--- src/rtl/k_and_s_pkg.sv ---
//------------------------------------------------------------------------------
// k_and_s_pkg : shared constants and types for the K-and-S memory subsystem
// Rev 1.0
//------------------------------------------------------------------------------
`default_nettype none

package k_and_s_pkg;

    localparam int ADDR_W_DEF = 5;
    localparam int DATA_W_DEF = 16;

    typedef enum logic [1:0] {
        OWN_NONE = 2'd0,
        OWN_CORE = 2'd1,
        OWN_DBG  = 2'd2
    } mem_owner_t;

endpackage

`default_nettype wire

--- src/rtl/ram_port_arbiter.sv ---
//------------------------------------------------------------------------------
// ram_port_arbiter : shares the single-port RAM between the core and debug master
// Rev 1.0
//------------------------------------------------------------------------------
`default_nettype none

module ram_port_arbiter
    import k_and_s_pkg::*;
#(
    parameter int ADDR_W   = ADDR_W_DEF,
    parameter int DATA_W   = DATA_W_DEF,
    parameter int MAX_WAIT = 4
) (
    input  logic              clk,
    input  logic              rst_n,

    input  logic              core_req,
    input  logic              core_we,
    input  logic [ADDR_W-1:0] core_addr,
    input  logic [DATA_W-1:0] core_wdata,
    output logic              core_gnt,
    output logic              core_rvalid,
    output logic [DATA_W-1:0] core_rdata,

    input  logic              dbg_req,
    input  logic              dbg_we,
    input  logic [ADDR_W-1:0] dbg_addr,
    input  logic [DATA_W-1:0] dbg_wdata,
    input  logic              dbg_lock,
    output logic              dbg_gnt,
    output logic              dbg_rvalid,
    output logic [DATA_W-1:0] dbg_rdata,

    output logic [ADDR_W-1:0] ram_addr,
    output logic [DATA_W-1:0] ram_wdata,
    output logic              ram_we,
    input  logic [DATA_W-1:0] ram_rdata
);

    localparam logic [3:0] MAX_WAIT_C = 4'(MAX_WAIT);

    logic [3:0]        wait_cnt;
    mem_owner_t        owner;
    logic [ADDR_W-1:0] hold_addr;
    logic [DATA_W-1:0] hold_wdata;
    logic              core_wins;
    logic              dbg_wins;

    // Debug wins outright when locked or starved; otherwise the core has priority.
    always_comb begin
        core_wins = 1'b0;
        dbg_wins  = 1'b0;
        if (rst_n) begin
            if (dbg_req && (dbg_lock || wait_cnt == MAX_WAIT_C))
                dbg_wins = 1'b1;
            else if (core_req && !dbg_lock)
                core_wins = 1'b1;
            else if (dbg_req)
                dbg_wins = 1'b1;
        end
    end

    always_comb begin
        ram_addr  = hold_addr;
        ram_wdata = hold_wdata;
        ram_we    = 1'b0;
        if (core_wins) begin
            ram_addr  = core_addr;
            ram_wdata = core_wdata;
            ram_we    = core_we;
        end else if (dbg_wins) begin
            ram_addr  = dbg_addr;
            ram_wdata = dbg_wdata;
            ram_we    = dbg_we;
        end
    end

    assign core_gnt = core_wins;
    assign dbg_gnt  = dbg_wins;

    always_ff @(posedge clk or negedge rst_n) begin
        if (!rst_n) begin
            wait_cnt   <= 4'd0;
            owner      <= OWN_NONE;
            hold_addr  <= '0;
            hold_wdata <= '0;
        end else begin
            hold_addr  <= ram_addr;
            hold_wdata <= ram_wdata;

            if (dbg_wins)
                wait_cnt <= 4'd0;
            else if (dbg_req && wait_cnt != MAX_WAIT_C)
                wait_cnt <= wait_cnt + 4'd1;

            if (core_wins && !core_we)
                owner <= OWN_CORE;
            else if (dbg_wins && !dbg_we)
                owner <= OWN_DBG;
            else
                owner <= OWN_NONE;
        end
    end

    // Read data is broadcast; rvalid alone tells each master the word is its own.
    assign core_rvalid = (owner == OWN_CORE);
    assign dbg_rvalid  = (owner == OWN_DBG);
    assign core_rdata  = ram_rdata;
    assign dbg_rdata   = ram_rdata;

endmodule

`default_nettype wire

--- config.mk ---
export PLATFORM = sky130hd
export DESIGN_NAME = ram_port_arbiter
export DESIGN_NICKNAME = d
export VERILOG_FILES = /design/src/rtl/k_and_s_pkg.sv /design/src/rtl/ram_port_arbiter.sv
export SDC_FILE = /design/constraint.sdc
export NUM_CORES = 1
export LEC_CHECK = 0
export ABC_AREA = 1
export BUFFER_PORTS_ARGS = -buffer_cell sky130_fd_sc_hd__buf_2
export CORE_MARGIN = 5
export CORE_UTILIZATION = 35
export CTS_BUF_LIST = sky130_fd_sc_hd__clkbuf_8 sky130_fd_sc_hd__clkbuf_16
export DETAILED_ROUTE_END_ITERATION = 12
export GPL_TIMING_DRIVEN = 0
export PLACE_DENSITY_LB_ADDON = 0.08
export SYNTH_ARGS = -nofsm -noshare
export SYNTH_HDL_FRONTEND = slang
export SYNTH_SLANG_ARGS = --single-unit
--- constraint.sdc ---
create_clock -name clk -period 1.4 [get_ports clk]
set_clock_uncertainty 0.05 [all_clocks]
set_input_delay 0.07 -clock clk [delete_from_list [all_inputs] [get_ports clk]]
set_output_delay 0.07 -clock clk [all_outputs]
set_load 0.02 [all_outputs]
---- Word level (Yosys, flattened, before mapping) ----
Cells that the tools add are included.
storage, ports and cells
  flip-flop bits (word level) ............. 27
cells by class
  add/sub/neg operators ................... 1
  equal/unequal tests ..................... 4
  muxes and demuxes ....................... 17
  reductions and logical operators ........ 10
operator list
  kind                                           count
  two-way mux 16 bit                             2
  two-way mux 5 bit                              2
  two-way mux 1 bit                              9
  two-way mux 4 bit                              2
  logical AND 1 bit                              5
  adder 4 x 1 -> 4 bit, second input constant    1
  == test 4 x 3 -> 1 bit, second input constant  1
  two-way mux 2 bit                              2
  != test 4 x 3 -> 1 bit, second input constant  1
  zero test 1 bit                                3
  == test 2 x 1 -> 1 bit, second input constant  1
  == test 2 bit, second input constant           1
  nonzero test 2 bit                             1
  logical OR 1 bit                               1

---- Depth between registers and ports, before layout ----
Gate-level depths: netlist of the first run.
  depth after elaboration ................. 8
  depth in mapped cells ................... 10
  gate-level depth less buffers ........... 9

---- Least setup slack after synthesis of the first run ----
OpenSTA, ideal clock, no wires.
  path type ............................... register to register
  from .................................... reg wait_cnt[0]
  to ...................................... reg hold_addr[1]
  data arrival time ....................... 1.300 ns
  required time ........................... 1.175 ns
  slack ................................... -0.125 ns
  stages on the path, launching flop included .. 11
  buffers on the path ..................... 1
  path through ............................ dfrtp_1 -> inv_1 -> ha_1 -> nand3_2 -> nand2_1 -> nand2_1 -> nand2_2 -> inv_2 -> buf_6 -> nand2_1 -> nand2_1
on the way
  elaborated cells on any way between the ends .. 9
  classes of those cells .................. eq/ne: 1; mux: 6; reduce/logical: 2
RTL lines
  item                      line                    text
  start: declaration        ram_port_arbiter.sv:42  logic [3:0] wait_cnt;
  start signal: assignment  ram_port_arbiter.sv:94  wait_cnt <= wait_cnt + 4'd1;
  == test 4 x 3 -> 1 bit    ram_port_arbiter.sv:54  if (dbg_req && (dbg_lock || wait_cnt == MAX_WAIT_C))
  logical OR 1 bit          ram_port_arbiter.sv:54
  logical AND 1 bit         ram_port_arbiter.sv:54
  two-way mux 1 bit         ram_port_arbiter.sv:54
  two-way mux 1 bit         ram_port_arbiter.sv:53  if (rst_n) begin
  via core_gnt              ram_port_arbiter.sv:21  output logic core_gnt,
  two-way mux 5 bit         ram_port_arbiter.sv:67  if (core_wins) begin
  via ram_addr[1]           ram_port_arbiter.sv:34  output logic [ADDR_W-1:0] ram_addr,
  end signal: assignment    ram_port_arbiter.sv:88  hold_addr <= ram_addr;
  end: declaration          ram_port_arbiter.sv:44  logic [ADDR_W-1:0] hold_addr;
The timed path passes the listed nets, and every way through them passes these cells.
A chain may end at the register's enable or synchronous reset.

---- Final worst setup path of the first run ----
  from .................................... reg wait_cnt[0]
  to ...................................... out ram_wdata[8]
on the way
  cells in the longest elaborated chain, start to end .. 7
  elaborated cells on any way between the ends .. 9
  classes of those cells .................. eq/ne: 1; mux: 6; reduce/logical: 2
ends and longest elaborated chain
  item                      line                    text
  == test 4 x 3 -> 1 bit *  ram_port_arbiter.sv:54
  logical OR 1 bit *        ram_port_arbiter.sv:54
  logical AND 1 bit *       ram_port_arbiter.sv:54
  two-way mux 1 bit         ram_port_arbiter.sv:54
  two-way mux 1 bit         ram_port_arbiter.sv:53
  two-way mux 16 bit        ram_port_arbiter.sv:71  end else if (dbg_wins) begin
  two-way mux 16 bit *      ram_port_arbiter.sv:67
  end: declaration          ram_port_arbiter.sv:35  output logic [DATA_W-1:0] ram_wdata,
Every way passes the cells marked *; elsewhere a longest branch is shown, timed or not.

==> impl_metrics.toml, run 1 <==
[pwr]
peakVddDrop_v = 0.000516
power_density_nw_per_um2 = 966
p_leak_uw = 0.00211

[routing]
met1_length_mm = 2.30
wl_met3_um = 481
drtAntennaViolNets = 0
viasPerCell = 4.25
initialDrtViolationCount = 47
dr.pass1.iters = 4
top_layer_used = "met4"
drc = 0
vias = 2062
wl_mm = 5.81
route.met2.wl_mm = 2.99
wire_per_inst_um = 12.0

[place]
io_buffers = 106
gp_congestion = 0.780
dp_hpwl_mm = 3.87
dp_slack_ns = -0.480

[status]
status = "complete, but fails checks"
violations = "negative setup slack"

[floorplan]
core_sq_um = 5070
floorplan.die_area_sq_um = 6760
die_x_um = 82.2
initial_utilization_pct = 36.0
ioPinCount = 123
fp.dieH_um = 82.2
rows = 26

[timing]
relSlewSlack_pct = 83.3
fmax_ghz = 0.535
worst_slew_pin_slew_ns = 0.251
fin_crit_sh_pct = 133
rsz0062_at_grt = "true"
maxSlewViolCount = 0
worst_slack_ns = -0.468
min_period_ns = 1.87
finalHoldViolCount = 0
setup_viol = 45

[logic_synthesis]
yosys.cell_types.count = 17
synth_edf_count = 0
yosys_warnings = 0
yosys_most_used_dff = "dfrtp_1"
netlist.area_leader.share_pct = 37.0
synth-seq-cells = 27
seq_area_frac_synth_pct = 37.0
synth_fp_nets = 327
syn_inst = 260
synth.largest_area_cell = "dfrtp_1"
async_reset_ff_share_pct = 100
syn_area_sq_um = 1830
synthTopCellsByArea = "dfrtp_1 (37%), nand2_1 (15%), buf_4 (15%), nand3_1 (13%), inv_1 (10%)"
syn_area_per_cell_sq_um = 7.03

[final_layout]
nNetsFinal = 483
n_antenna_cell = 0
fin_util_pct = 72.6
area_delta_synth_final_pct = 102
final_common_cell = "buf_2"
multi_input_area_sq_um = 1130
regArea_sq_um = 676
fillCellCount = 397
drive_gt1_share_pct = 61.4
final_cell_mix = "buf_2 (84), buf_4 (50), inv_1 (49)"

[worst_setup_path]
required_ns = 1.28
slowest_stage = "dfrtp_1"
crit_chain = "inv_2 > ha_4 > nand3_4 > nand2_2 > nand2_2 > nand2_4 > buf_12 > buf_16 > nand3_2 > nand2_4 > buf_6"
arrival_ns = 1.75
start_kind = "register"
cp_max_fo = 5
cp-startpoint = "wait_cnt[0]"
critical_path_class = "register to output port"
cpPeakStageDelay_ns = 0.40
r2r_start = "wait_cnt[0]"
critPathCaptureType = "output port"

[hold_path]
hold_start = "core_wdata[11]"
hold_class = "input port to register"

[grt]
antenna_found_initial = 0
grt_max_degree = 28
grt.total_usage_pct = 17.1
grt_pass1_wl_mm = 9.04
grt_overflow = 0
grt_pass1_vias = 2022

[clock_network]
ctsLongestPathBuffers = 2
clockRootBuffer = "clkbuf_8"
cts_made_buffers = 3
cts_tree = "done"
insertion_delay_ns = 0.26
cts_sinks = 27
htreeDepth = 1
cts.reportedPaths.clkPinSlew_ns = 0.09

[run]
max_cap_viol_count = 0
[metal layers]
metal  up-vias  GRT usage (%)
li1       1060              -
met4         0           3.16
met5         -              0
met1       933           20.9
met2        67           31.1
met3         2           3.47
[timing repair]
item	in CTS	in global routing
gates cloned	2	1
hold buffers	20	0
buffers inserted	15	8
resized for setup	104	11
hold endpoints to repair	45	0
pin swaps	16	5
endpoints found under the setup margin	46	49
[through the flow]
stage / setup TNS [ns] / hold WS, ns / cells / cell area (sq um) / power, uW
after global placement: -17.52 / 0.0837 / 436 / 2700 / 2400
after floorplan: -0.151 / -0.276 / 260 / 2080 / 2030
after detailed placement: -18.16 / 0.0928 / 436 / 2700 / 2420
final: -12.94 / 0.0741 / 485 / 3680 / 3560
after global routing: -16.45 / 0.0696 / 485 / 3680 / 3790
after CTS: -12.20 / 0.0566 / 477 / 3570 / 3450
[critical path, delay by kind of cell (launching register included)]
family        cells  cell delay, ns
fa+ha+maj         1            0.14
buf+inv           4            0.43
flops             1            0.40
simple gates      6            0.50
[layout make-up]
cell class / instances / area share (%)
plain buffers: 41 / 9.85
clock buffers: 3 / 1.12
clock inverters: 1 / 0.102
inverters: 52 / 5.43
multi-input cells: 139 / 30.7
flip-flops and latches: 27 / 18.3
well taps: 70 / 2.38
repair buffers: 152 / 32.0
[synth_stat cells, types with 2 or more instances]
| cell type | number |
|---|---|
| nand2_2 | 2 |
| buf_2 | 2 |
| buf_6 | 4 |
| o21ai_0 | 3 |
| dfrtp_1 | 27 |
| inv_1 | 51 |
| ha_1 | 2 |
| nor2_1 | 6 |
| nand3_1 | 47 |
| buf_4 | 36 |
| nand2_1 | 74 |
[flip-flops by register name, indices dropped and copies added (netlist names)]
| register | flops |
|---|---|
| wait_cnt | 4 |
| hold_wdata | 16 |
| owner | 2 |
| hold_addr | 5 |
[cells by family (layout without fill, tap and decap cells)]
group / count (synthesis) / in the layout / share of synthesized area [%]
fa+ha+maj: 2 / 2 / 1.37
xor+xnor: 1 / 1 / 0.480
buf+inv: 94 / 249 / 28.5
simple gates: 133 / 133 / 31.8
flops: 27 / 27 / 37.0
compound gates: 3 / 3 / 0.822
[path summary, 6_finish.rpt]
kind,endpoint,slack [ns],cells past startpoint
worst max-delay path,ram_wdata[8],-0.47,11
worst min-delay path,hold_wdata[11],0.07,4
worst max register to register,hold_addr[4],-0.37,13
worst min register to register,wait_cnt[3],0.47,3
max in group asynchronous,hold_wdata[5],0.83,3
min in group asynchronous,hold_wdata[2],0.31,3
[power breakdown]
| part | total, uW | internal [uW] | switching (uW) | leakage [uW] |
|---|---|---|---|---|
| Combinational | 2090 | 1060 | 1030 | 0.00176 |
| Sequential | 1030 | 956 | 72.7 | 0.000319 |
| Clock | 438 | 196 | 241 | 0.0000269 |
| Total | 3560 | 2210 | 1350 | 0.00211 |
(Power assumes the default switching activity.)
==> run 2: changes to the inputs <==
CELL_PAD_IN_SITES_DETAIL_PLACEMENT = 0   (was unset)
CELL_PAD_IN_SITES_GLOBAL_PLACEMENT = 1   (was unset)
CORE_UTILIZATION = 25   (was 35)
==> run 2 against run 1 <==
The run still ends with negative setup slack left. Final area shrank 4.6%. Die area grew 35%. Hold slack gained 0.022 ns. Combinational power shrank 12%. Wire length grew 2.1%. Sequential share of layout area grew 0.89 points. Core utilization shrank 24 points. Total power shrank 6.9%. Worst setup slack lost 0.013 ns. Critical path type unchanged.
==> impl_metrics.toml, run 2 (synthesis results as in run 1) <==
[timing]
finalHoldViolCount = 0
fin_crit_sh_pct = 134
worst_slew_pin_slew_ns = 0.263
fmax_ghz = 0.532
setup_viol = 46
worst_slack_ns = -0.481
rsz0062_at_grt = "true"
min_period_ns = 1.88
whs_ns = 0.0958
maxSlewViolCount = 0
relSlewSlack_pct = 82.4

[routing]
initialDrtViolationCount = 31
wl_met3_um = 453
vias = 1965
route.met2.wl_mm = 2.93
drc = 0
dr.pass1.iters = 4
top_layer_used = "met4"
viasPerCell = 3.91
drtAntennaViolNets = 0
met1_length_mm = 2.50
wl_mm = 5.93
wire_per_inst_um = 11.8

[worst_setup_path]
critPathCaptureType = "output port"
cp_max_fo = 10
start_kind = "register"
arrival_ns = 1.76
critical_path_class = "register to output port"
r2r_slack_ns = -0.10
required_ns = 1.28

[clock_network]
cts.reportedPaths.clkPinSlew_ns = 0.10
ctsLongestPathBuffers = 2
htreeDepth = 1
insertion_delay_ns = 0.27
clockRootBuffer = "clkbuf_8"
cts_tree = "done"
cts_made_buffers = 3
cts_sinks = 27

[status]
status = "complete, but fails checks"
violations = "negative setup slack"

[final_layout]
final_cell_area_sq_um = 3510
drive_gt1_share_pct = 58.4
largest_reg_flops = 16
fillCellCount = 735
n_antenna_cell = 0
area_delta_synth_final_pct = 92.3
top_register = "hold_wdata"
final_cell_mix = "buf_2 (84), inv_1 (49), buf_4 (43)"
fin_util_pct = 49.0
multi_input_area_sq_um = 1040
nNetsFinal = 472
largestRegisters = "hold_wdata (16), hold_addr (5), wait_cnt (4)"
regArea_sq_um = 676
final_common_cell = "buf_2"

[place]
dp_hpwl_mm = 4.12
gp_congestion = 0.725
io_buffers = 106
dpl_cell_area_sq_um = 2730
dp_slack_ns = -0.515

[floorplan]
core_sq_um = 7180
ioPinCount = 123
rows = 31
floorplan.die_area_sq_um = 9120
fp.dieH_um = 95.5
initial_utilization_pct = 25.5
die_x_um = 95.5

[pwr]
peakVddDrop_v = 0.000426
p_leak_uw = 0.00204
power_density_nw_per_um2 = 942

[grt]
grt_pass1_vias = 1991
grt_pass1_wl_mm = 8.74
grt.total_usage_pct = 11.8
antenna_found_initial = 0
grt_max_degree = 28
grt_overflow = 0

[hold_path]
hold_class = "input port to register"

[run]
max_cap_viol_count = 0
run 2: cell types whose count changed in the layout (fill, tap and decap cells not counted), sizes merged:
cell | previous run | this run
buf | 173 | 155
clkbuf | 4 | 6
dlygate4sd3 | 19 | 24
run 2: final timing paths:
path | startpoint | end | depth (start not counted)
min in group asynchronous | rst_n | hold_wdata[6] | 3
max reg2reg | wait_cnt[1] | hold_addr[1] | 10
max | wait_cnt[1] | ram_wdata[13] | 11
max in group asynchronous | rst_n | hold_wdata[2] | 3
min | rst_n | wait_cnt[2] | 4
min reg2reg | wait_cnt[3] | wait_cnt[3] | 3
run 2: area by class of cell:
cell class,count,share of cell area [%]
buffer,42,10.6
clock buffer,3,1.18
clock inverter,1,0.107
inverter,52,5.84
multi-input combinational,139,29.7
sequential,27,19.2
tap,99,3.53
timing repair buffer,140,29.8
run 2: per-stage QoR:
stage	total power (uW)	TNS (ns)	instances
detailed placement	2430	-20.07	465
global route	3550	-16.44	503
global placement	2430	-21.33	465
floorplan	2030	-0.151	260
CTS	3240	-11.97	499
finish	3310	-11.91	503
run 2: power breakdown:
part / total [uW] / switching, uW / internal, uW
logic: 1830 / 953 / 880
clock network: 452 / 255 / 197
registers: 1030 / 71.3 / 955
run 2: timing repair:
action	in CTS	in global routing
resized for setup	71	24
pin swaps	2	6
hold buffers	25	0
cloned	0	3
hold endpoints to repair	50	0
buffers inserted	5	1
setup endpoints to repair	48	47
run 2: per-layer routing:
layer | GRT usage, % | vias up
met2 | 20.9 | 61
met4 | 2.13 | 0
met5 | 0 | -
met1 | 14.7 | 869
met3 | 2.84 | 4
li1 | - | 1031
run 2: critical path: stages, from the launching register on:
cell	delay, ns
dfrtp_1	0.40
inv_2	0.08
ha_4	0.14
nand3_4	0.09
nand2_4	0.08
nand2_4	0.06
nand2_8	0.13
inv_8	0.07
buf_12	0.15
nand2_2	0.08
nand2_4	0.05
buf_4	0.15
==> run 3: changes to the inputs <==
SETUP_SLACK_MARGIN = 0.4   (was unset)
==> run 3 against run 2 <==
Core utilization is 1.7 points higher. The run ends with negative hold slack, negative setup slack left. Cell count decreased by 0.80%. Highest routed layer unchanged. Clock power grew 5.8%. Largest cell class unchanged.
==> impl_metrics.toml, run 3 (synthesis results as in run 1) <==
[worst_setup_path]
r2r_slack_ns = -0.22
required_ns = 1.28
r2r_start = "wait_cnt[0]"
arrival_ns = 1.81
r2r_end = "hold_wdata[8]"
start_kind = "register"
critPathCaptureType = "output port"
cp_max_fo = 6
critical_path_class = "register to output port"
reg2reg_depth = 10

[pwr]
p_leak_uw = 0.00208
power_density_nw_per_um2 = 987
peakVddDrop_v = 0.000426

[clock_network]
clockRootBuffer = "clkbuf_8"
ctsLongestPathBuffers = 2
cts_tree = "done"
htreeDepth = 1
cts_sinks = 27
hold_buffers = 2
cts_made_buffers = 3
cts.reportedPaths.clkPinSlew_ns = 0.11
insertion_delay_ns = 0.28

[floorplan]
rows = 31
die_x_um = 95.5
initial_utilization_pct = 25.5
ioPinCount = 123
fp.dieH_um = 95.5
core_sq_um = 7180
floorplan.die_area_sq_um = 9120

[status]
violations = "negative hold slack, negative setup slack"
status = "complete, but fails checks"

[run]
max_cap_viol_count = 0

[grt]
grt_overflow = 0
grt_pass1_wl_mm = 9.85
antenna_found_initial = 0
grt.total_usage_pct = 13.6
grt_pass1_vias = 2095
grt_max_degree = 30

[hold_path]
hold_class = "input port to asynchronous set/reset pin"

[routing]
viasPerCell = 4.04
drtAntennaViolNets = 0
initialDrtViolationCount = 38
drc = 0
wire_per_inst_um = 12.4
dr.pass1.iters = 4
wl_mm = 6.17
vias = 2018

[timing]
rsz0062_at_grt = "true"
worst_slew_pin_slew_ns = 0.400
min_period_ns = 1.93
relSlewSlack_pct = 73.3
setup_viol = 49
finalHoldViolCount = 42
maxSlewViolCount = 0
whs_ns = -0.343
fin_crit_sh_pct = 138
fmax_ghz = 0.517
finalSetupTns_ns = -15.46
worst_slack_ns = -0.534

[final_layout]
final_cell_mix = "buf_2 (81), inv_1 (48), buf_4 (46)"
final_common_cell = "buf_2"
final_cell_area_sq_um = 3630
top_register = "hold_wdata"
largest_reg_flops = 16
n_antenna_cell = 0
nNetsFinal = 468
area_delta_synth_final_pct = 99.0
largestRegisters = "hold_wdata (16), hold_addr (5), wait_cnt (4)"
fin_util_pct = 50.7
drive_gt1_share_pct = 66.5

[place]
dp_slack_ns = -0.548
dpl_cell_area_sq_um = 2740
gp_congestion = 0.693
dp_hpwl_mm = 4.19
io_buffers = 106
-- run 3: changes by cell type in the layout (fill, tap and decap cells not counted), sizes merged --
cell / before / now
dlygate4sd3: 24 / 2
buf: 155 / 175
clkbuf: 6 / 4
clkinvlp: 0 / 2
inv: 53 / 51
-- run 3: metal layers --
metal	vias to the layer above	global-route usage (%)	share of wire, %
met5	-	0	0
met4	0	3.20	0.47
met3	2	2.76	8.1
met2	76	23.7	49
met1	913	17.2	42
li1	1027	-	-
-- run 3: through the flow --
stage | cells | power [uW]
2_1_floorplan | 260 | 2040
3_3_place_gp | 465 | 2430
3_5_place_dp | 465 | 2450
4_1_cts | 491 | 3430
5_1_grt | 499 | 3850
6_report | 499 | 3590
-- run 3: cell type report --
type,count,area [sq um]
Clock inverter,1,7.51
Timing Repair Buffer,136,1050
Tap cell,99,124
Sequential cell,27,676
Clock buffer,3,41.3
Fill cell,729,3540
Multi-Input combinational cell,139,1160
Inverter,52,204
Buffer,42,373
-- run 3: worst max path at each step --
stage,slack (ns),depth (start not counted),end,startpoint
after floorplan,-0.02,10,hold_addr[1],wait_cnt[1]
after global placement,-0.55,9,ram_addr[3],rst_n
after detailed placement,-0.55,9,ram_addr[3],rst_n
after CTS,-0.53,11,ram_wdata[11],wait_cnt[0]
after global routing,-0.64,11,ram_wdata[11],wait_cnt[0]
final,-0.53,11,ram_wdata[7],wait_cnt[0]
-- run 3: power by group --
part / switching, uW / internal, uW / leakage [uW]
clock: 275 / 203 / 0.0000217
combinational: 1050 / 1040 / 0.00174
sequential: 72.3 / 955 / 0.000319
total: 1390 / 2190 / 0.00208
-- run 3: repair_timing --
action | CTS | global route
resized for setup | 95 | 37
cloned | 3 | 1
pin swaps | 21 | 10
setup endpoints to repair | 53 | 53
setup buffers | 17 | 7
hold endpoints to repair | 46 | 42
-- run 3: critical path: stages (launching register included) --
cell	delay, ns
dfrtp_1	0.41
inv_2	0.08
ha_4	0.14
nand3_4	0.09
nand2_2	0.09
nand2_2	0.06
nand2_4	0.14
buf_6	0.12
buf_8	0.12
nand3_2	0.08
nand2_4	0.08
buf_6	0.11
